==> src/rtl/wb_select_stage_if.sv <==
// wb_select_stage_if: MEM->WB handshake bundle (valid/ready, write-data sources, load controls, destination)
//   master : MEM stage side, drives the instruction and samples in_ready
//   slave  : write-back stage side, consumes the instruction and drives in_ready
interface wb_select_stage_if #(
  parameter int DATA_W = 32,
  parameter int REG_ADDR_W = 5,
  parameter int NSRC = 4,
  parameter int SEL_W = $clog2(NSRC)
);
  logic in_valid;
  logic in_ready;
  logic [SEL_W-1:0] wd_sel;
  logic [NSRC*DATA_W-1:0] src_data;
  logic [1:0] load_size;
  logic load_signed;
  logic [1:0] addr_lo;
  logic [REG_ADDR_W-1:0] rd_addr;
  logic reg_write;
  modport master(output in_valid, wd_sel, src_data, load_size, load_signed, addr_lo, rd_addr, reg_write, input in_ready);
  modport slave(input in_valid, wd_sel, src_data, load_size, load_signed, addr_lo, rd_addr, reg_write, output in_ready);
endinterface

==> src/rtl/wb_select_stage.sv <==
// wb_select_stage: MEM/WB register with NSRC-way write-data select, load alignment/extension and forwarding tap
//   clk, rst_n : rising-edge clock, asynchronous active-low reset
//   up         : MEM-side bundle (slave modport); in_ready = !stall
//   stall      : hold the stage contents; flush : empty the stage (wins over stall)
//   rf_*       : register-file write port, suppressed while stalled
//   fwd_*      : forwarding tap of the in-flight write, kept alive during stall
module wb_select_stage #(
  parameter int DATA_W = 32,
  parameter int REG_ADDR_W = 5,
  parameter int NSRC = 4,
  parameter int LOAD_IDX = 1,
  parameter int SEL_W = $clog2(NSRC)
) (
  input  logic clk,
  input  logic rst_n,
  wb_select_stage_if.slave up,
  input  logic stall,
  input  logic flush,
  output logic rf_we,
  output logic [REG_ADDR_W-1:0] rf_waddr,
  output logic [DATA_W-1:0] rf_wdata,
  output logic fwd_valid,
  output logic [REG_ADDR_W-1:0] fwd_addr,
  output logic [DATA_W-1:0] fwd_data
);
  logic v_q, v_d, we_q, we_d;
  logic [REG_ADDR_W-1:0] waddr_q, waddr_d;
  logic [DATA_W-1:0] wdata_q, wdata_d, sel_data, ld_data;
  logic [SEL_W-1:0] sel;
  logic [7:0] byte_v;
  logic [15:0] half_v;
  assign sel = up.wd_sel;
  // out-of-range selects fall through to zero
  always_comb begin
    sel_data = '0;
    for (int i = 0; i < NSRC; i++)
      if (int'(sel) == i) sel_data = up.src_data[i*DATA_W +: DATA_W];
  end
  // half loads use only addr_lo[1]; misaligned halves are trapped upstream
  always_comb begin
    byte_v = sel_data[8*up.addr_lo +: 8];
    half_v = sel_data[16*up.addr_lo[1] +: 16];
    ld_data = up.load_size == 2'b00 ? {{(DATA_W-8){up.load_signed & byte_v[7]}}, byte_v}
            : up.load_size == 2'b01 ? {{(DATA_W-16){up.load_signed & half_v[15]}}, half_v}
            : sel_data;
    v_d = flush ? 1'b0 : stall ? v_q : up.in_valid;
    we_d = stall ? we_q : up.reg_write && up.rd_addr != '0;
    waddr_d = stall ? waddr_q : up.rd_addr;
    wdata_d = stall ? wdata_q : int'(sel) == LOAD_IDX ? ld_data : sel_data;
  end
  always_ff @(posedge clk or negedge rst_n)
    if (!rst_n) begin
      v_q <= 1'b0;
      we_q <= 1'b0;
      waddr_q <= '0;
      wdata_q <= '0;
    end else begin
      v_q <= v_d;
      we_q <= we_d;
      waddr_q <= waddr_d;
      wdata_q <= wdata_d;
    end
  assign up.in_ready = !stall;
  assign fwd_valid = v_q && we_q;
  assign rf_we = fwd_valid && !stall;
  assign rf_waddr = waddr_q;
  assign fwd_addr = waddr_q;
  assign rf_wdata = wdata_q;
  assign fwd_data = wdata_q;
endmodule

==> src/flat_wrapper.sv <==
// flat-port wrapper written by rule: the top's interface ports become plain ports
module wb_select_stage_flat 
#(
  parameter int DATA_W = 32,
  parameter int REG_ADDR_W = 5,
  parameter int NSRC = 4,
  parameter int LOAD_IDX = 1,
  parameter int SEL_W = $clog2(NSRC)
)
  (clk, rst_n, stall, flush, rf_we, rf_waddr, rf_wdata, fwd_valid, fwd_addr, fwd_data, up_in_valid, up_wd_sel, up_src_data, up_load_size, up_load_signed, up_addr_lo, up_rd_addr, up_reg_write, up_in_ready);
  wb_select_stage_if #(.DATA_W(DATA_W), .REG_ADDR_W(REG_ADDR_W), .NSRC(NSRC), .SEL_W(SEL_W)) up_i ();
  input  logic clk;
  input  logic rst_n;
  input  logic stall;
  input  logic flush;
  output logic rf_we;
  output logic [REG_ADDR_W-1:0] rf_waddr;
  output logic [DATA_W-1:0] rf_wdata;
  output logic fwd_valid;
  output logic [REG_ADDR_W-1:0] fwd_addr;
  output logic [DATA_W-1:0] fwd_data;
  input wire logic [$bits(up_i.in_valid)-1:0] up_in_valid;
  input wire logic [$bits(up_i.wd_sel)-1:0] up_wd_sel;
  input wire logic [$bits(up_i.src_data)-1:0] up_src_data;
  input wire logic [$bits(up_i.load_size)-1:0] up_load_size;
  input wire logic [$bits(up_i.load_signed)-1:0] up_load_signed;
  input wire logic [$bits(up_i.addr_lo)-1:0] up_addr_lo;
  input wire logic [$bits(up_i.rd_addr)-1:0] up_rd_addr;
  input wire logic [$bits(up_i.reg_write)-1:0] up_reg_write;
  output wire logic [$bits(up_i.in_ready)-1:0] up_in_ready;
  assign up_i.in_valid = up_in_valid;
  assign up_i.wd_sel = up_wd_sel;
  assign up_i.src_data = up_src_data;
  assign up_i.load_size = up_load_size;
  assign up_i.load_signed = up_load_signed;
  assign up_i.addr_lo = up_addr_lo;
  assign up_i.rd_addr = up_rd_addr;
  assign up_i.reg_write = up_reg_write;
  assign up_in_ready = up_i.in_ready;
  wb_select_stage #(.DATA_W(DATA_W), .REG_ADDR_W(REG_ADDR_W), .NSRC(NSRC), .LOAD_IDX(LOAD_IDX), .SEL_W(SEL_W)) u_core (.clk(clk), .rst_n(rst_n), .up(up_i), .stall(stall), .flush(flush), .rf_we(rf_we), .rf_waddr(rf_waddr), .rf_wdata(rf_wdata), .fwd_valid(fwd_valid), .fwd_addr(fwd_addr), .fwd_data(fwd_data));
endmodule
==> config.mk <==
export PLATFORM = sky130hd
export DESIGN_NAME = wb_select_stage_flat
export DESIGN_NICKNAME = d
export VERILOG_FILES = /design/src/rtl/wb_select_stage_if.sv /design/src/rtl/wb_select_stage.sv /design/src/flat_wrapper.sv
export SDC_FILE = /design/constraint.sdc
export NUM_CORES = 1
export LEC_CHECK = 0
export ABC_AREA = 0
export CORE_MARGIN = 4
export CORE_UTILIZATION = 35
export DETAILED_ROUTE_END_ITERATION = 8
export GPL_TIMING_DRIVEN = 1
export PLACE_DENSITY = 0.79
export SLEW_MARGIN = 20
export SYNTH_ARGS = -nofsm -noshare
export SYNTH_HDL_FRONTEND = slang
export SYNTH_SLANG_ARGS = --single-unit
==> constraint.sdc <==
create_clock -name clk -period 1.3 [get_ports clk]
set_input_delay 0.26 -clock clk [delete_from_list [all_inputs] [get_ports clk]]
set_output_delay 0.26 -clock clk [all_outputs]
set_load 0.05 [all_outputs]
# --- Word level (Yosys, flattened, before mapping) ---
# Index checks and enable logic that the tools add are counted.
classes:
  n_reduce_logical: 7
  n_bitwise: 2
  eq_ne: 5
  shift: 2
  n_mux: 9
op_table:
  columns: ["op", "n"]
  rows:
  - ["$mux W32", 7]
  - ["$shiftx A32 B6 Y16", 1]
  - ["$shiftx A32 B6 Y8", 1]
  - ["$reduce_bool A5 Y1", 1]
  - ["$eq A2 B1 Y1 const B", 2]
  - ["$eq A2 B2 Y1 const B", 2]
  - ["$logic_not A2 Y1", 2]
  - ["$logic_and A1 B1 Y1", 3]
  - ["$and A1 B1 Y1", 2]
  - ["$mux W1", 2]
  - ["$ne A2 B1 Y1 const B", 1]
  - ["$logic_not A1 Y1", 1]
totals:
  output_inout_bits: 77
  input_bits: 146
  register_bits: 39
  elab_cells: 29

# --- Longest topological paths before layout ---
depth:
  word_depth: 10
  depth_mapped: 9
  depth_no_buf: 5

# --- Worst setup path before layout ---
# Ideal clock, no wire load.
synth_timing:
  path_kind: "input-to-reg"
  startpoint: "input up_wd_sel[0]"
  endpoint: "register u_core.wdata_q[21], in the netlist u_core.fwd_data[21]"
  path_buffers: 2
  arrival_ps: 1547
  stages: 7
  setup_ps: 170
  required_ps: 1130
  slack_ps: -417
  cell_sequence: "buf_6 mux2_2 o22ai_1 nor3_1 nor3_4 buf_6 a31oi_1"
synth_via:
  elab_chain_cells: 10
  elab_cells_between_ends: 15
  cone_classes: "3 x eq/ne; 2 x shift; 7 x mux; 2 x bitwise; 1 x reduce/logical"
synth_lines:
  columns: ["element", "line_no", "rtl"]
  rows:
  - ["from (decl)", "flat_wrapper.sv:23", "input wire logic [$bits(up_i.wd_sel)-1:0] up_wd_sel;"]
  - ["$logic_not A2 Y1", "wb_select_stage.sv:37", "if (int'(sel) == i) sel_data = up.src_data[i*DATA_W +: DATA_W];"]
  - ["$mux W32 (4 in series)", "wb_select_stage.sv:37", null]
  - ["$shiftx A32 B6 Y16", "wb_select_stage.sv:42", "half_v = sel_data[16*up.addr_lo[1] +: 16];"]
  - ["$and A1 B1 Y1", "wb_select_stage.sv:44", ": up.load_size == 2'b01 ? {{(DATA_W-16){up.load_signed & half_v[15]}}, half_v}"]
  - ["$mux W32", "wb_select_stage.sv:44", null]
  - ["$mux W32", "wb_select_stage.sv:43", "ld_data = up.load_size == 2'b00 ? {{(DATA_W-8){up.load_signed & byte_v[7]}}, byte_v}"]
  - ["$mux W32 (*)", "wb_select_stage.sv:49", "wdata_d = stall ? wdata_q : int'(sel) == LOAD_IDX ? ld_data : sel_data;"]
  - ["to (signal assigned)", "wb_select_stage.sv:61", "wdata_q <= wdata_d;"]
  - ["to (decl)", "wb_select_stage.sv:28", "logic [DATA_W-1:0] wdata_q, wdata_d, sel_data, ld_data;"]
# Mark *: on every way between the ends. The rest lies on a longest branch, timed or not.
# A chain may end at the register's enable or synchronous reset.

# --- Worst setup path in the final report ---
layout_timing:
  startpoint: "input up_wd_sel[0]"
  endpoint: "register u_core.wdata_q[29], in the netlist u_core.fwd_data[29]"
# The elaborated chain is that of the path after synthesis.

==> run metrics <==
Worst Setup End Kind flip-flop; layout cell share with drive strength beyond 1 0.452; Mean Syn Cell Area between 9 and 10 sq um; Post-route DRC 0; placed cell count just under 800; Worst path max stage delay about 0.33 ns; Nets around 830; Total GRT Usage 0.266; CP dominant cell by count buf_8; Core ar. a little over 10000 sq um; DRT Wirelength between 15000 and 20000 um; min Tclk post-route 1.59 ns; reg2reg end u_core.fwd_data[23]; EDFF count, synth 0; H-tree Lvls 2; Post-synth top flop dfrtp_1; Die H approximately 110 um; final setup fails 34; Tcrit/Tclk final 1.22; area delta synth->final 111%; Hold Path Class input pin to flip-flop; WL/cell roughly 21 um; port bufs 222; CP endpoint u_core.fwd_data[29]; Least-Margin Pin Slew approximately 0.38 ns; RSZ-0062 raised after global routing yes; CTS tree yes; Worst R2R Start u_core.fwd_data[23]; Setup TNS Final -6.65 ns; clk_lat worst skew approximately 0.29 ns; ANT cells 0; Slew Limit Fails 0; Hold Fails Final Rpt 0; R2R Setup Slk approximately 0.29 ns; Synth async-reset ratio 1.00; post-synthesis cell area between 3000 and 4000 sq um; final core occ 0.765; YS warnings 0; Pre-Repair DR Iteration Count 5; Die Wd around 110 um; fillcell total roughly 700; initial antenna violation count 0; Pwr Total between 7 and 8 mW; commonest cells after routing, fill and taps aside clkdlybuf4s50_1, buf_4, buf_12; Worst setup SP type input pin; clk_skew 0 ns; CTS sink cnt 39; worst vdd ir 0.628 mV; Mapped Cells ~410; Mapped Nets 551; crit-path cells buf_12, buf_8, mux2_4, mux2i_4, o41ai_4, nor3_4, buf_8, a31oi_4; Pwr Density 900 nW/um^2; final worst slack -0.290 ns; Max-cap violations 0; gp weighted congestion 0.920; post-route ant nets 0; hold wc startpoint up_rd_addr[4]; Die Area between 10000 and 15000 sq um; largest net degree at the start of global routing 40; number of I/O pins ~220; Clock Path Buffers 2; HPWL Detailed ~13000 um; CP Max Fanout 8; CP Class input pin to flip-flop; crit-path leading delay family multiplexers; Max-slew headroom 0.742; Worst Path Required 1.46 ns; Worst EP arrival roughly 1.8 ns; Synth Register Bits 39; first-pass GRT wire length 26600 um; crit path from up_wd_sel[0]; CTS Buf Count 5; failing checks setup timing; CP max stage cell mux2_4; grt ovf 0; Reg2Reg Depth 2; clk slew on worst S/H paths 0.08 ns; Leak around 3.4 nW; Starting Density 0.362; CP Buf/Inv Count 3; status finished, violations left; vias in the first global route around 5000; synth unique cells 55; final std cells w/o fill 817; via-per-instance ratio around 5.7; leading cell type in the layout, fill and taps excluded clkdlybuf4s50_1; Max Clk Rate 629 MHz; Starting DRT DRC Count 277; CTS root buf clkbuf_8; sequential area share after synthesis 0.260; vias roughly 4600; WP depth 8; Rows 37
## layout make-up
class	instances	area, sq um	area share
clock buffers	6	72.6	0.00915
flip-flops and latches	39	976	0.123
repair buffers	337	4000	0.504
multi-input cells	291	2680	0.338
inverters	6	22.5	0.00284
clock inverters	2	12.5	0.00158
well taps	136	170	0.0215
## per-stage QoR
step / hold slack (ns) / area [sq um] / worst slack [ns]
2_1_floorplan: -0.0356 / 3890 / -0.344
3_3_place_gp: 0.244 / 7240 / -0.761
3_5_place_dp: 0.250 / 7240 / -0.820
4_1_cts: 0.329 / 7750 / -0.237
5_1_grt: 0.353 / 7930 / -0.295
6_report: 0.339 / 7930 / -0.290
## timing repair
action / 4_1_cts / 5_1_grt
endpoints found under the hold margin: 39 / 0
gates cloned: 2 / 0
pin swaps: 47 / 32
endpoints found under the setup margin: 34 / 33
hold buffers: 1 / 0
resized for setup: 167 / 41
setup buffers: 17 / 12
## registers in the layout, summed over array words and instances, names as in the netlist
signal,cells
u_core.v_q,1
u_core.fwd_data,32
u_core.fwd_addr,5
u_core.we_q,1
## routing by layer
| layer | up-vias | wire length (um) | GRT usage |
|---|---|---|---|
| li1 | 2049 | - | - |
| met1 | 2243 | 6060 | 0.292 |
| met2 | 286 | 9270 | 0.503 |
| met3 | 53 | 1330 | 0.0500 |
| met4 | 0 | 669 | 0.103 |
| met5 | - | 0 | 0 |
## cells in the mapped netlist, drive strengths merged (2+ instances only)
master,count,area (sq um)
nor4b,2,30.0
o221ai,2,17.5
nor3,9,66.3
clkbuf,13,48.8
nor2b,5,31.3
o2111ai,3,26.3
a211oi,15,113
nand3,10,50.1
mux4,19,477
nand2b,2,12.5
o22ai,5,37.5
and3,2,12.5
nor2,19,71.3
o31ai,4,30.0
mux2i,28,280
inv,5,18.8
buf,56,457
o21ai,26,130
nand2,49,184
a221oi,5,50.0
o21a,2,15.0
and2,3,18.8
nor3b,5,37.5
dfrtp,39,976
mux2,12,135
o41ai,2,25.0
a31oi,19,119
a222oi,4,40.0
a21oi,25,125
## power by group
part / switching (mW) / internal [mW]
clock: 0.452 / 0.375
sequential: 0.355 / 1.38
combinational: 2.24 / 2.33
## worst min path at each step
stage | slack, ns | depth (start not counted) | endpoint
6_report | 0.34 | 2 | u_core.fwd_addr[4]
5_1_grt | 0.35 | 2 | u_core.fwd_addr[4]
4_1_cts | 0.33 | 3 | u_core.fwd_data[22]
3_5_place_dp | 0.25 | 2 | u_core.fwd_data[3]
3_3_place_gp | 0.24 | 2 | u_core.fwd_data[2]
2_1_floorplan | -0.04 | 0 | u_core.fwd_addr[0]
## kinds of logic (layout without fill, tap and decap cells)
logic type             after synthesis  after routing  synth area share
muxes                               59             59             0.237
AOI/OAI and AO/OA                  118            118             0.210
and+or+nand+nor                    114            114             0.153
buffers and inverters               75            351             0.141
DFF                                 39             39             0.260
Power figures use the tool's default switching activity.
